==> src/rtl/pixel_plot_fifo.sv <==
// Plot-request FIFO feeding a VGA adapter, with a full-screen clear sweep; pop-to-write latency 1 cycle, 1 pixel/cycle.
// Back-pressure: in_ready drops when the FIFO is full or while waiting for it to drain before a clear.
module pixel_plot_fifo #(
    parameter int DEPTH = 8,
    parameter int X_MAX = 320,
    parameter int Y_MAX = 240
) (
    input  logic       clk,
    input  logic       reset,
    input  logic       in_valid,
    output logic       in_ready,
    input  logic [8:0] in_x,
    input  logic [7:0] in_y,
    input  logic [2:0] in_colour,
    input  logic       clear_req,
    input  logic [2:0] clear_colour,
    output logic       vga_write,
    output logic [8:0] vga_x,
    output logic [7:0] vga_y,
    output logic [2:0] vga_colour,
    output logic       clear_busy,
    output logic [4:0] level,
    output logic [7:0] clip_count
);
    localparam int AW = (DEPTH > 1) ? $clog2(DEPTH) : 1;
    localparam logic [8:0] X_LAST = 9'(X_MAX - 1);
    localparam logic [7:0] Y_LAST = 8'(Y_MAX - 1);

    typedef enum logic [1:0] {S_RUN, S_WAIT_EMPTY, S_CLEAR} state_t;

    state_t          r_state;
    state_t          w_state_nxt;
    logic [19:0]     r_mem [DEPTH];
    logic [AW-1:0]   r_wr_ptr;
    logic [AW-1:0]   r_rd_ptr;
    logic [4:0]      r_level;
    logic [7:0]      r_clip;
    logic [2:0]      r_clr_colour;
    logic [8:0]      r_sx;
    logic [7:0]      r_sy;
    logic            r_vga_write;
    logic [8:0]      r_vga_x;
    logic [7:0]      r_vga_y;
    logic [2:0]      r_vga_colour;
    logic            r_clear_busy;

    logic            w_in_ready;
    logic            w_push;
    logic            w_clip;
    logic            w_store;
    logic            w_pop;
    logic            w_sweep_last;

    assign w_in_ready   = (r_state != S_WAIT_EMPTY) && (r_level < 5'(DEPTH));
    assign w_push       = in_valid && w_in_ready;
    assign w_clip       = ({1'b0, in_x} >= 10'(X_MAX)) || ({1'b0, in_y} >= 9'(Y_MAX));
    assign w_store      = w_push && !w_clip;
    assign w_pop        = (r_state != S_CLEAR) && (r_level != 5'd0);
    assign w_sweep_last = (r_sx == X_LAST) && (r_sy == Y_LAST);

    always_comb begin
        w_state_nxt = r_state;
        case (r_state)
            S_RUN:        if (clear_req)          w_state_nxt = S_WAIT_EMPTY;
            S_WAIT_EMPTY: if (r_level == 5'd0)    w_state_nxt = S_CLEAR;
            S_CLEAR:      if (w_sweep_last)       w_state_nxt = S_RUN;
            default:                              w_state_nxt = S_RUN;
        endcase
    end

    // Storage array carries no reset; occupancy and pointers define validity.
    always_ff @(posedge clk) begin
        if (w_store) r_mem[r_wr_ptr] <= {in_x, in_y, in_colour};
    end

    always_ff @(posedge clk or posedge reset) begin
        if (reset) begin
            r_state      <= S_RUN;
            r_wr_ptr     <= '0;
            r_rd_ptr     <= '0;
            r_level      <= '0;
            r_clip       <= '0;
            r_clr_colour <= '0;
            r_sx         <= '0;
            r_sy         <= '0;
            r_vga_write  <= 1'b0;
            r_vga_x      <= '0;
            r_vga_y      <= '0;
            r_vga_colour <= '0;
            r_clear_busy <= 1'b0;
        end else begin
            r_state      <= w_state_nxt;
            r_clear_busy <= (w_state_nxt != S_RUN);
            if (w_store) r_wr_ptr <= r_wr_ptr + 1'b1;
            if (w_pop)   r_rd_ptr <= r_rd_ptr + 1'b1;
            r_level <= r_level + 5'(w_store) - 5'(w_pop);
            if (w_push && w_clip && (r_clip != 8'hFF)) r_clip <= r_clip + 8'd1;
            if ((r_state == S_RUN) && clear_req) r_clr_colour <= clear_colour;

            if (w_pop) begin
                r_vga_write <= 1'b1;
                {r_vga_x, r_vga_y, r_vga_colour} <= r_mem[r_rd_ptr];
            end else if (r_state == S_CLEAR) begin
                r_vga_write  <= 1'b1;
                r_vga_x      <= r_sx;
                r_vga_y      <= r_sy;
                r_vga_colour <= r_clr_colour;
            end else begin
                r_vga_write <= 1'b0;
            end

            // Sweep origin is re-armed while waiting so every clear starts at (0,0).
            if (r_state == S_WAIT_EMPTY) begin
                r_sx <= '0;
                r_sy <= '0;
            end else if (r_state == S_CLEAR) begin
                if (r_sx == X_LAST) begin
                    r_sx <= '0;
                    r_sy <= r_sy + 8'd1;
                end else begin
                    r_sx <= r_sx + 9'd1;
                end
            end
        end
    end

    assign in_ready   = w_in_ready;
    assign vga_write  = r_vga_write;
    assign vga_x      = r_vga_x;
    assign vga_y      = r_vga_y;
    assign vga_colour = r_vga_colour;
    assign clear_busy = r_clear_busy;
    assign level      = r_level;
    assign clip_count = r_clip;
endmodule

==> config.mk <==
export PLATFORM = sky130hd
export DESIGN_NAME = pixel_plot_fifo
export DESIGN_NICKNAME = d
export VERILOG_FILES = /design/src/rtl/pixel_plot_fifo.sv
export SDC_FILE = /design/constraint.sdc
export NUM_CORES = 1
export LEC_CHECK = 0
export ABC_CLOCK_PERIOD_IN_PS = 5000
export CORE_MARGIN = 2
export CORE_UTILIZATION = 30
export CTS_CLUSTER_SIZE = 14
export DETAILED_ROUTE_END_ITERATION = 10
export DONT_BUFFER_PORTS = 1
export PLACE_DENSITY_LB_ADDON = 0.12
export SYNTH_ARGS = -nofsm -noshare
export SYNTH_HDL_FRONTEND = slang
export SYNTH_SLANG_ARGS = --single-unit
==> constraint.sdc <==
create_clock -name clk -period 5 [get_ports clk]
set_input_delay 0.5 -clock clk [delete_from_list [all_inputs] [get_ports clk]]
set_output_delay 0.5 -clock clk [all_outputs]
set_load 0.05 [all_outputs]
Word level (Yosys, flattened, before mapping) --
Memory sizes are Yosys's and may differ from the RTL's. Cells that the tools add are included.
Word-level totals: latch bits 0, register bits after elaboration 63, memories kept 1, memory bits (writable) 160, bits in read-only memories 0
Operators by class: add/subtract/negate cells 7, div/mod/pow operators 0, multipliers 0, bitwise operators 0, reductions and logical operators 18, order comparisons 3, mux-type cells 20, equal/unequal tests 7, shift-type cells 0
Memory list:
- r_mem | words 8, width 20, read ports 1, clocked after Yosys merged registers in 0, wr ports 1, RTL line 33 | logic [19:0] r_mem [DEPTH];
Operators with widths (count):
- $mux 9 | 5
- $mux 8 | 5
- $add 8x1->8 const B | 2
- $add 9x1->9 const B | 1
- $eq 9x9->1 const B | 1
- $ge 9x9->1 const B | 1
- $eq 8x8->1 const B | 1
- $ge 8x8->1 const B | 1
- $logic_and 1x1->1 | 8
- $ne 8x8->1 const B | 1
- $reduce_bool 2->1 | 4
- $add 3x1->3 const B | 2
- $mux 2 | 3
- $mux 3 | 2
- $pmux 2 s3 | 1
- $add 5x1->5 | 1
- $logic_not 5->1 | 1
- $lt 5x4->1 const B | 1
- $reduce_bool 5->1 | 1
- $sub 5x1->5 | 1
- $mux 1 | 4
- $eq 2x1->1 const B | 1
- $eq 2x2->1 const B | 1
- $logic_not 2->1 | 1
- other kinds (5) | 5

Logic depth before layout (Yosys ltp) --
depth after elaboration 6, mapped depth 14, mapped depth without buffers 13

Worst setup path before layout --
Ideal clock, no wire load.
path kind flip-flop to flip-flop, from register r_level[3], in the netlist level[3], to memory r_mem[0][0], enable pin, path buffers 0, path slack 473 ps, period minus slack after synthesis 4527 ps, data arrival time 4078 ps, stages on the path, launching flop included 6, path through dfrtp_1 inv_1 ha_1 nor2b_1 nand4_2 nor4_1
Between the ends: word-level cells in the longest chain between the ends 6
RTL lines:
- from (decl) | RTL line 36 | logic [4:0] r_level;
- from (signal assigned) | RTL line 96 | r_level <= r_level + 5'(w_store) - 5'(w_pop);
- $lt 5x4->1 | RTL line 54 | assign w_in_ready = (r_state != S_WAIT_EMPTY) && (r_level < 5'(DEPTH));
- $logic_and 1x1->1 | RTL line 54
- named net in_ready | RTL line 11 | output logic in_ready,
- $logic_and 1x1->1 | RTL line 55 | assign w_push = in_valid && w_in_ready;
- $logic_and 1x1->1 | RTL line 57 | assign w_store = w_push && !w_clip;
- $mux 1 | RTL line 73 | if (w_store) r_mem[r_wr_ptr] <= {in_x, in_y, in_colour};
- $mux 1 (not written as such) | RTL line 73
- to (decl) | RTL line 33
The timed path passes the listed nets, and every way through them passes these cells.

Final worst setup path --
from register r_level[3], in the netlist level[3], to memory r_mem[7][9], enable pin
Between the ends: word-level cells in the longest chain between the ends 6
RTL lines (RTL line):
- $lt 5x4->1 | 54
- $logic_and 1x1->1 | 54
- $logic_and 1x1->1 | 55
- $logic_and 1x1->1 | 57
- $mux 1 | 73
- $mux 1 (not written as such) | 73
No other way between the ends.

==> flow_summary.toml <==
[detailed_routing]
viasPerCell = 4.99
post_drt_wl_per_cell_um = 21.7
ant_nets = 0
dr.pass1.iters = 5
drc = 0
drt-total-wl_um = 21500
dr.first_iter.drc_count = 319
vias = 4932

[synth]
syn_area_um2 = 9300
synth_edf_count = 160
syn_inst = 558
ys.flop_type = "edfxtp_1"
synth_seq_area_share = 0.686
synth_warnings = 0
ys_types = 53
synth_top_area_frac = 0.517
ys_async_sr_fraction = 0.283
post-synth-top-area-cell = "edfxtp_1"
syn_avg_cell_area_um2 = 16.7
synthTopCellsByCount = "edfxtp_1, dfrtp_1, mux4_2"
synth_area_leaders = "edfxtp_1, dfrtp_1, mux4_2, ha_1, mux4_1"
syn_nets = 602
yosysMostFrequentCell = "edfxtp_1"
ys_seq_elements = 223

[timing]
tightest_slew_ns = 1.09
hold_violations = 0
finClkSkew_ns = 0.0151
setup-violations-final = 0
period_minus_slack_ns = 3.39
drv_slew = 0
maxSlewHeadroom = 0.272
worst_hold_slack_ns = 0.0573
timing.final.crit_share = 0.677
fmax_mhz = 295
rsz0062_at_grt = "false"
fin_tns_setup_ns = 0

[floorplan]
row_count = 64
die-area_um2 = 32400
start_util = 0.304
core_um2 = 30600
die_w_um = 180
fp.dieH_um = 180
io_pins = 63

[global_route]
grt_max_degree = 64
overflow = 0
grt_use_total = 0.132
antenna_found_initial = 0
grt_pass1_wl_um = 32700
first_global_vias = 5062

[worst_setup_path]
cp_num_cells = 8
max_stage_delay_ns = 0.59
critPathSlowestCell = "nor2_2"
rr_worst_depth = 8
critical_path_class = "flip-flop to flip-flop"
critPathCapture = "r_mem[7][9]$_DFFE_PP_"
startpoint = "level[3]$_DFF_PP0_"
regToRegStartpoint = "level[3]$_DFF_PP0_"
critical_path_required_ns = 5.21
cp-end-kind = "flip-flop"
reg2reg_to = "r_mem[7][9]$_DFFE_PP_"
path_cells = "inv_1 -> ha_1 -> nor2b_1 -> buf_4 -> nand4_2 -> or2_2 -> nor2_2 -> buf_4"
critPathTopFamily = "simple AND/OR/NAND/NOR gates"
rrSetupSlack_ns = 1.61
critPathMaxFanout = 11
cp_num_buf_inv = 3
start_kind = "flip-flop"
cp_common_cell = "buf_4"
cp_data_arrival_time_ns = 3.60

[finish]
stdcell_area_um2 = 10600
seq_area_um2 = 6380
num-nets-final = 619
drive_gt1_frac = 0.182
antennaDiodeCount = 0
syn_to_final_growth_pct = 14.2
fin_util = 0.347
multi_input_area_um2 = 2740
fill_cells = 2928

[placed_design]
dp_hpwl_um = 13500
gp_congestion = 0.824
place_area_um2 = 9810
port_buffers = 0

[clocking]
cts_tree = "built"
hold_buffers = 0
clock-root-buffer = "clkbuf_16"
cts_inserted_buffers = 26
cts_resized = 0
cts_setup_buffers = 0
cts.sink_count = 223
clk_pin_slew_ns = 0.06
clockBufferDepth = 3
clkLatencyLatePin_ns = 0.53
htree_levels = 1

[status]
status = "complete, no violations"

[pwr]
finalPower_mw = 3.79
max-vdd-ir-drop_mv = 0.255
power.leakage_nw = 3.80
powerDensity_nw_per_um2 = 357

[flow_run]
drv_cap = 0

[hold_path]
hold_path_class = "input pin to flip-flop"
-- area by class of cell --
type                    instances  share of cell area
flip-flops and latches        223               0.601
clock inverters                 7             0.00672
clock buffers                  38              0.0693
inverters                      20             0.00707
repair buffers                 14              0.0111
well taps                     396              0.0467
multi-input cells             290               0.258
-- stage by stage --
stage | std cells | setup WS [ns]
2_1_floorplan | 558 | 0.473
3_3_place_gp | 943 | 1.68
3_5_place_dp | 943 | 1.51
4_1_cts | 988 | 1.50
5_1_grt | 988 | 1.42
6_report | 988 | 1.61
-- layer usage --
metal	global-route usage	part of all wire
met5	0	0
met2	0.207	0.46
met1	0.182	0.46
met4	0.0348	0.025
met3	0.0348	0.055
-- registers in the layout (all words and copies together), names as in the netlist, 5 cells and up --
| register | cells |
|---|---|
| clip_count | 8 |
| level | 5 |
| r_mem | 160 |
| r_sx | 9 |
| r_sy | 8 |
| vga_x | 9 |
| vga_y | 8 |
-- worst min-delay path by stage --
stage,from,to,slack [ns],depth (start not counted)
after CTS,in_y[0],r_mem[6][3]$_DFFE_PP_,0.03,0
after global placement,r_clr_colour[2]$_DFFE_PP0P_,vga_colour[2]$_DFFE_PP0P_,0.46,1
after detailed placement,r_clr_colour[2]$_DFFE_PP0P_,vga_colour[2]$_DFFE_PP0P_,0.48,1
final,in_x[1],r_mem[7][12]$_DFFE_PP_,0.06,0
after global routing,in_y[2],r_mem[4][5]$_DFFE_PP_,0.03,0
after floorplan,r_clr_colour[0]$_DFFE_PP0P_,vga_colour[0]$_DFFE_PP0P_,0.44,1
-- cell usage in the layout (no fill, tap or decap), drive strengths merged, types with 3 or more instances in the layout --
master / synthesis / layout
a211oi: 3 / 3
a21o: 18 / 18
a21oi: 26 / 26
and3: 9 / 9
buf: 18 / 14
clkbuf: 7 / 38
clkinv: 0 / 5
dfrtp: 63 / 63
edfxtp: 160 / 160
ha: 16 / 16
inv: 20 / 21
mux2: 10 / 10
mux2i: 18 / 18
mux4: 39 / 39
nand2: 15 / 15
nand2b: 10 / 10
nand3: 11 / 11
nand4: 9 / 9
nor2: 16 / 16
nor2b: 6 / 6
nor3: 5 / 5
nor4: 3 / 3
o211ai: 3 / 3
o21ai: 27 / 27
o22ai: 4 / 4
xnor2: 13 / 13
xor2: 5 / 5
-- cells by family (layout without fill, tap and decap cells) --
family	count (synthesis)	count (layout)	share of synthesized area
simple gates	95	95	0.0600
mux	67	67	0.129
compound gates	93	93	0.0617
xor+xnor	18	18	0.0169
flops	223	223	0.686
buf+inv	45	79	0.0229
fa+ha+maj	17	17	0.0237
-- power by group --
part	total (mW)	switching, mW	internal, mW
Combinational	0.0124	0.0115	0.000983
Clock	1.79	0.730	1.06
Sequential	1.99	0	1.99
-- worst register-to-register path, stage by stage, from the launching register on --
cell     delay, ns
dfrtp_1       0.56
inv_1         0.20
ha_1          0.22
nor2b_1       0.14
buf_4         0.23
nand4_2       0.33
or2_2         0.46
nor2_2        0.59
buf_4         0.35
(Power assumes the default switching activity.)
